<file path="config.mk">
export PLATFORM = sky130hd
export DESIGN_NAME = sd_spi_responder
export DESIGN_NICKNAME = d
export VERILOG_FILES = /design/src/rtl/sd_spi_responder.sv
export SDC_FILE = /design/constraint.sdc
export NUM_CORES = 1
export LEC_CHECK = 0
export ABC_AREA = 1
export BUFFER_PORTS_ARGS = -buffer_cell sky130_fd_sc_hd__buf_4
export CAP_MARGIN = 40
export CORE_UTILIZATION = 43
export CTS_CLUSTER_DIAMETER = 100
export CTS_CLUSTER_SIZE = 10
export DETAILED_ROUTE_END_ITERATION = 8
export SLEW_MARGIN = 20
export SYNTH_ARGS = -nofsm -noshare
export SYNTH_HDL_FRONTEND = slang
export SYNTH_SLANG_ARGS = --single-unit
</file>
<file path="constraint.sdc">
create_clock -name clk210_p -period 2 [get_ports clk210_p]
set_input_delay 0.2 -clock clk210_p [delete_from_list [all_inputs] [get_ports clk210_p]]
set_output_delay 0.2 -clock clk210_p [all_outputs]
set_load 0.02 [all_outputs]
</file>
<file path="src/rtl/sd_spi_responder.sv">
// sd_spi_responder
//   SD-card-side SPI responder (SPI mode 0). Answers the card initialization
//   sequence (CMD0, CMD8, CMD55/ACMD41, CMD58) and single-block writes
//   (CMD24). Each received block is delivered as a byte stream together with
//   its block address.
//
// Ports
//   clk210_p     in   system clock, at least 8x SCK
//   reset_n_p    in   asynchronous active-low reset
//   spi_sck_p    in   SPI clock from master (asynchronous)
//   spi_mosi_p   in   master-out data (asynchronous)
//   spi_ss_p     in   chip select, active-low (asynchronous)
//   spi_miso_p   out  slave-out data
//   wr_addr_p    out  argument of the last accepted CMD24
//   wr_data_p    out  received block data byte
//   wr_valid_p   out  one-cycle strobe per data byte
//   block_done_p out  one-cycle pulse after the last CRC byte of a block
//   init_done_p  out  high once the idle bit has cleared
module sd_spi_responder #(
    parameter int INIT_POLLS  = 2,
    parameter int NCR_BYTES   = 1,
    parameter int BUSY_BYTES  = 4,
    parameter int BLOCK_BYTES = 512
) (
    input  logic        clk210_p,
    input  logic        reset_n_p,
    input  logic        spi_sck_p,
    input  logic        spi_mosi_p,
    input  logic        spi_ss_p,
    output logic        spi_miso_p,
    output logic [31:0] wr_addr_p,
    output logic [7:0]  wr_data_p,
    output logic        wr_valid_p,
    output logic        block_done_p,
    output logic        init_done_p
);

    localparam logic [7:0]  POLL_INIT = 8'(INIT_POLLS);
    localparam logic [15:0] NCR_N     = 16'(NCR_BYTES);
    localparam logic [15:0] BUSY_N    = 16'(BUSY_BYTES);
    localparam logic [15:0] BLOCK_N   = 16'(BLOCK_BYTES);

    typedef enum logic [2:0] {
        S_IDLE, S_CMD, S_NCR, S_RESP, S_TOKEN, S_DATA, S_DRESP, S_BUSY
    } state_t;

    // Input synchronizers; edges are detected on the synchronized SCK.
    logic [1:0] sck_sync, mosi_sync, ss_sync;
    logic       sck_last;

    always_ff @(posedge clk210_p or negedge reset_n_p) begin
        if (!reset_n_p) begin
            sck_sync  <= 2'b00;
            mosi_sync <= 2'b11;
            ss_sync   <= 2'b11;
            sck_last  <= 1'b0;
        end else begin
            sck_sync  <= {sck_sync[0], spi_sck_p};
            mosi_sync <= {mosi_sync[0], spi_mosi_p};
            ss_sync   <= {ss_sync[0], spi_ss_p};
            sck_last  <= sck_sync[1];
        end
    end

    logic sck_rise, sck_fall, ss_high;
    assign sck_rise = sck_sync[1] & ~sck_last;
    assign sck_fall = ~sck_sync[1] & sck_last;
    assign ss_high  = ss_sync[1];

    state_t      state;
    logic [2:0]  bit_cnt;
    logic [6:0]  rx_sr;
    logic [7:0]  tx_sr;
    logic [15:0] cnt;
    logic [5:0]  cmd_idx;
    logic [31:0] arg;
    logic [7:0]  r1_reg;
    logic [31:0] extra_sr;
    logic [2:0]  extra_left;
    logic        accepted;
    logic        idle, app;
    logic [7:0]  poll;

    logic [7:0] rx_byte;
    assign rx_byte = {rx_sr, mosi_sync[1]};

    // Command decode, evaluated against the fully collected argument and
    // committed when the CRC byte completes.
    logic        idle_nx, init_nx, illegal, accept;
    logic [7:0]  poll_nx, r1;
    logic [31:0] extra;
    logic [2:0]  extra_len;

    always_comb begin
        idle_nx   = idle;
        poll_nx   = poll;
        init_nx   = init_done_p;
        illegal   = 1'b0;
        accept    = 1'b0;
        extra     = 32'hFFFF_FFFF;
        extra_len = 3'd0;
        case (cmd_idx)
            6'd0: begin
                idle_nx = 1'b1;
                poll_nx = POLL_INIT;
                init_nx = 1'b0;
            end
            6'd8: begin
                extra     = {16'h0000, 8'h01, arg[7:0]};
                extra_len = 3'd4;
            end
            6'd55: ;
            6'd41: begin
                if (app) begin
                    poll_nx = (poll != 8'd0) ? poll - 8'd1 : 8'd0;
                    // Idle clears on the poll that reaches zero.
                    if (poll_nx == 8'd0) begin
                        idle_nx = 1'b0;
                        init_nx = 1'b1;
                    end
                end else begin
                    illegal = 1'b1;
                end
            end
            6'd58: begin
                extra     = 32'hC0FF_8000;
                extra_len = 3'd4;
            end
            6'd24: accept = ~idle;
            default: illegal = 1'b1;
        endcase
        r1 = {5'b00000, illegal, 1'b0, idle_nx};
    end

    always_ff @(posedge clk210_p or negedge reset_n_p) begin
        if (!reset_n_p) begin
            state        <= S_IDLE;
            bit_cnt      <= 3'd0;
            rx_sr        <= 7'd0;
            tx_sr        <= 8'hFF;
            cnt          <= 16'd0;
            cmd_idx      <= 6'd0;
            arg          <= 32'd0;
            r1_reg       <= 8'hFF;
            extra_sr     <= 32'hFFFF_FFFF;
            extra_left   <= 3'd0;
            accepted     <= 1'b0;
            idle         <= 1'b1;
            app          <= 1'b0;
            poll         <= POLL_INIT;
            spi_miso_p   <= 1'b1;
            wr_addr_p    <= 32'd0;
            wr_data_p    <= 8'd0;
            wr_valid_p   <= 1'b0;
            block_done_p <= 1'b0;
            init_done_p  <= 1'b0;
        end else begin
            wr_valid_p   <= 1'b0;
            block_done_p <= 1'b0;
            if (ss_high) begin
                // Deselect drops any partial transfer; card state is kept.
                bit_cnt    <= 3'd0;
                spi_miso_p <= 1'b1;
                tx_sr      <= 8'hFF;
                state      <= S_IDLE;
            end else begin
                if (sck_fall) begin
                    spi_miso_p <= tx_sr[7];
                    tx_sr      <= {tx_sr[6:0], 1'b1};
                end
                if (sck_rise) begin
                    rx_sr   <= rx_byte[6:0];
                    bit_cnt <= bit_cnt + 3'd1;
                    if (bit_cnt == 3'd7) begin
                        // Byte complete: the next tx byte loads here and its
                        // MSB goes out on the following fall.
                        tx_sr <= 8'hFF;
                        case (state)
                            S_IDLE: begin
                                if (rx_byte[7:6] == 2'b01) begin
                                    cmd_idx <= rx_byte[5:0];
                                    cnt     <= 16'd0;
                                    state   <= S_CMD;
                                end
                            end
                            S_CMD: begin
                                if (cnt == 16'd4) begin
                                    // CRC byte: ignored, command executes now.
                                    idle        <= idle_nx;
                                    poll        <= poll_nx;
                                    init_done_p <= init_nx;
                                    app         <= (cmd_idx == 6'd55);
                                    if (accept)
                                        wr_addr_p <= arg;
                                    r1_reg      <= r1;
                                    extra_sr    <= extra;
                                    extra_left  <= extra_len;
                                    accepted    <= accept;
                                    cnt         <= 16'd1;
                                    state       <= S_NCR;
                                end else begin
                                    arg <= {arg[23:0], rx_byte};
                                    cnt <= cnt + 16'd1;
                                end
                            end
                            S_NCR: begin
                                if (cnt == NCR_N) begin
                                    tx_sr <= r1_reg;
                                    state <= S_RESP;
                                end else begin
                                    cnt <= cnt + 16'd1;
                                end
                            end
                            S_RESP: begin
                                if (extra_left != 3'd0) begin
                                    tx_sr      <= extra_sr[31:24];
                                    extra_sr   <= {extra_sr[23:0], 8'hFF};
                                    extra_left <= extra_left - 3'd1;
                                end else begin
                                    state <= accepted ? S_TOKEN : S_IDLE;
                                end
                            end
                            S_TOKEN: begin
                                if (rx_byte == 8'hFE) begin
                                    cnt   <= 16'd0;
                                    state <= S_DATA;
                                end
                            end
                            S_DATA: begin
                                if (cnt < BLOCK_N) begin
                                    wr_valid_p <= 1'b1;
                                    wr_data_p  <= rx_byte;
                                    cnt        <= cnt + 16'd1;
                                end else if (cnt == BLOCK_N) begin
                                    cnt <= cnt + 16'd1;
                                end else begin
                                    block_done_p <= 1'b1;
                                    tx_sr        <= 8'h05;
                                    state        <= S_DRESP;
                                end
                            end
                            S_DRESP: begin
                                tx_sr <= 8'h00;
                                cnt   <= 16'd1;
                                state <= S_BUSY;
                            end
                            S_BUSY: begin
                                if (cnt == BUSY_N) begin
                                    state <= S_IDLE;
                                end else begin
                                    tx_sr <= 8'h00;
                                    cnt   <= cnt + 16'd1;
                                end
                            end
                            default: state <= S_IDLE;
                        endcase
                    end
                end
            end
        end
    end

endmodule

</file>
==> flow_metrics.env <==
export IMPL_wl_per_cell_um=14.11
export IMPL_yosysMostFrequentCell="nand2_1"
export IMPL_grt_pass1_wl_um=30220
export IMPL_antenna_found_initial=0
export IMPL_crit_arrival_ns=2.24
export IMPL_die_w_um=139.1
export IMPL_reg_top3="arg x32, extra_sr x32, wr_addr_p x32"
export IMPL_slew_viol_final=0
export IMPL_drc_errors=0
export IMPL_clock_sinks=174
export IMPL_worst_slack_ns=0.1133
export IMPL_dr_pass1_iters=7
export IMPL_internal_power_w=0.005516
export IMPL_synth_edf_count=0
export IMPL_drive_above_1_share=0.2256
export IMPL_place_inst=1233
export IMPL_cp_top_family="simple AND/OR/NAND/NOR gates"
export IMPL_outcome="completed"
export IMPL_finClkSkew_ns=0.01078
export IMPL_yosysTopAreaCellShare=0.3868
export IMPL_seq_area_frac_synth=0.5460
export IMPL_p_seq_frac=0.476
export IMPL_max_stage_delay_ns=0.38
export IMPL_core_rowCount=49
export IMPL_crit_fanout=8
export IMPL_setup_violations=0
export IMPL_place_gp_congestion=0.8790
export IMPL_synthTopCellsByCount="nand2_1, dfrtp_1, inv_1, o21ai_0, o21ai_1"
export IMPL_synthTopCellsByArea="dfrtp_1, dfstp_2, nand2_1, inv_1, o21ai_0"
export IMPL_grt_max_degree=50
export IMPL_drt_iter0_drc=384
export IMPL_synth_flop_cell="dfrtp_1"
export IMPL_required_ns=2.35
export IMPL_fin_crit_ns=1.887
export IMPL_power_per_cell_area_nw_per_um2=780.9
export IMPL_numCtsBuffers=17
export IMPL_area_delta_synth_final_pct=21.97
export IMPL_max_slew_worst_pin_slew_ns=0.4828
export IMPL_clk_latency_ns=0.43
export IMPL_netlist_area_um2=8087
export IMPL_dieArea_um2=19360
export IMPL_grt_overflow=0
export IMPL_layout_cells_non_filler=1275
export IMPL_vias=6434
export IMPL_boundaryPins=49
export IMPL_syn_nets=946
export IMPL_ys_ff_latch=174
export IMPL_antenna_cells=0
export IMPL_grt_pass1_vias=6172
export IMPL_hp_class="in -> async"
export IMPL_wirelength_um=17990
export IMPL_ys_async_sr_fraction=1.000
export IMPL_finalPower_w=0.007702
export IMPL_fillers=1679
export IMPL_worstSetupPathType="reg -> reg"
export IMPL_root_buffer="clkbuf_16"
export IMPL_ir_drop_uv=547.6
export IMPL_hold_viol=0
export IMPL_period_share=0.9434
export IMPL_cts_max_level=4
export IMPL_cts_tree="done"
export IMPL_core_area_um2=18210
export IMPL_synth_cell_types=40
export IMPL_syn_area_per_cell_um2=8.677
export IMPL_endpoint_kind="register"
export IMPL_drv_cap=0
export IMPL_cts_clk_slew_worst_paths_ns=0.08
export IMPL_combinationalPowerShare=0.089
export IMPL_power_leakage_nw=4.456
export IMPL_nNetsFinal=1047
export IMPL_start_util=0.4441
export IMPL_start_kind="register"
export IMPL_path_cells="inv_1, ha_1, nand3_1, nor2_2, nand2_2, nand2_1, nand2_1, inv_4, nand2_2, buf_4, a21oi_1, a21oi_1"
export IMPL_p_switching_w=0.002186
export IMPL_io_buffer_count=48
export IMPL_die_h_um=139.1
export IMPL_synth_area_leader_cell="dfrtp_1"
export IMPL_dp_slack_ns=0.03257
export IMPL_fmax_mhz=530.0
export IMPL_ant_nets=0
export IMPL_clockPowerShare=0.435
export IMPL_ys_warn_count=0
export IMPL_vias_per_cell=5.046
export IMPL_dp_hpwl_um=12670
export IMPL_max_slew_margin_rel=0.6756
export IMPL_slowest_stage="dfrtp_1"
export IMPL_fin_setup_tns_ns=0
export IMPL_synth_cells=932
export IMPL_clk_path_buf_depth=2
export IMPL_hold_ws_ns=0.2837
export IMPL_crit_buf_inv=3
export IMPL_grt_usage=0.1939
export IMPL_switching_share=0.2838
## what timing repair did
item,in CTS,in global routing
setup buffers,0,4
setup endpoints to repair,0,146
hold buffers,4,0
resized for setup,0,19
hold endpoints to repair,23,0
## per-stage QoR
step                  util  instance area [um^2]
finish              0.5417                  9863
global route        0.5417                  9863
CTS                 0.5333                  9711
detailed placement  0.4975                  9059
global placement    0.4975                  9059
floorplan                -                  8087
## final timing paths
path / start / end / slack (ns) / depth (start not counted)
min in group clk210_p: sck_sync[0] / sck_sync[1] / 0.35 / 0
worst min-delay path: reset_n_p / arg[22] / 0.28 / 2
max in group asynchronous: reset_n_p / extra_sr[16] / 0.99 / 3
worst min register to register: sck_sync[0] / sck_sync[1] / 0.35 / 0
worst max-delay path: cnt[0] / extra_sr[3] / 0.11 / 12
worst max register to register: cnt[0] / extra_sr[3] / 0.11 / 12
## metal layers
metal | GRT usage | wire length [um] | vias up
li1 | - | - | 3248
met5 | 0 | 0 | -
met4 | 0.04678 | 157 | 0
met1 | 0.2753 | 8949 | 3082
met3 | 0.04178 | 588 | 12
met2 | 0.3028 | 8299 | 92
## cell type report
class	instances	area, um^2	area share
sequential	174	4415	0.4477
multi-input combinational	604	3050	0.3093
timing repair buffer	117	1047	0.1062
inverter	119	451.7	0.04579
clock buffer	17	425.4	0.04313
tap	229	286.5	0.02905
clock inverter	15	186.4	0.01890
## power by group through the flow
stage               logic [W]  registers [W]  clock network (W)
global placement     0.000664        0.00373                  0
CTS                  0.000672        0.00367            0.00344
global route         0.000771        0.00368            0.00357
floorplan            0.000382        0.00371                  0
finish               0.000684        0.00367            0.00335
detailed placement   0.000664        0.00373                  0
## worst reg2reg max path, cell delays in order, from the launching register on
cell and delay (ns):
dfrtp_1 0.38, inv_1 0.08, ha_1 0.17, nand3_1 0.10, nor2_2 0.16, nand2_2 0.11
nand2_1 0.10, nand2_1 0.13, inv_4 0.13, nand2_2 0.07, buf_4 0.16, a21oi_1 0.16
a21oi_1 0.06
## layout by cell type, fill, tap and decap left out, types with 9 or more instances in the layout
master,n
nand4_1,14
o21ai_1,56
a21oi_1,43
o211ai_1,10
xor2_1,11
dfstp_2,49
o21ai_0,81
nand2_1,222
nand3_1,47
buf_12,9
clkbuf_16,19
buf_4,99
nor2_1,42
inv_1,112
nor3_1,11
dfrtp_1,125
## cell families after synthesis
| group | share of synthesized area |
|---|---|
| AO/OA/AOI/OAI | 0.1447 |
| XOR/XNOR | 0.01408 |
| adder cells (fa/ha/maj) | 0.01393 |
| buffers and inverters | 0.08386 |
| flip-flops | 0.5460 |
| AND/OR/NAND/NOR | 0.1974 |
(Power assumes the default switching activity.)
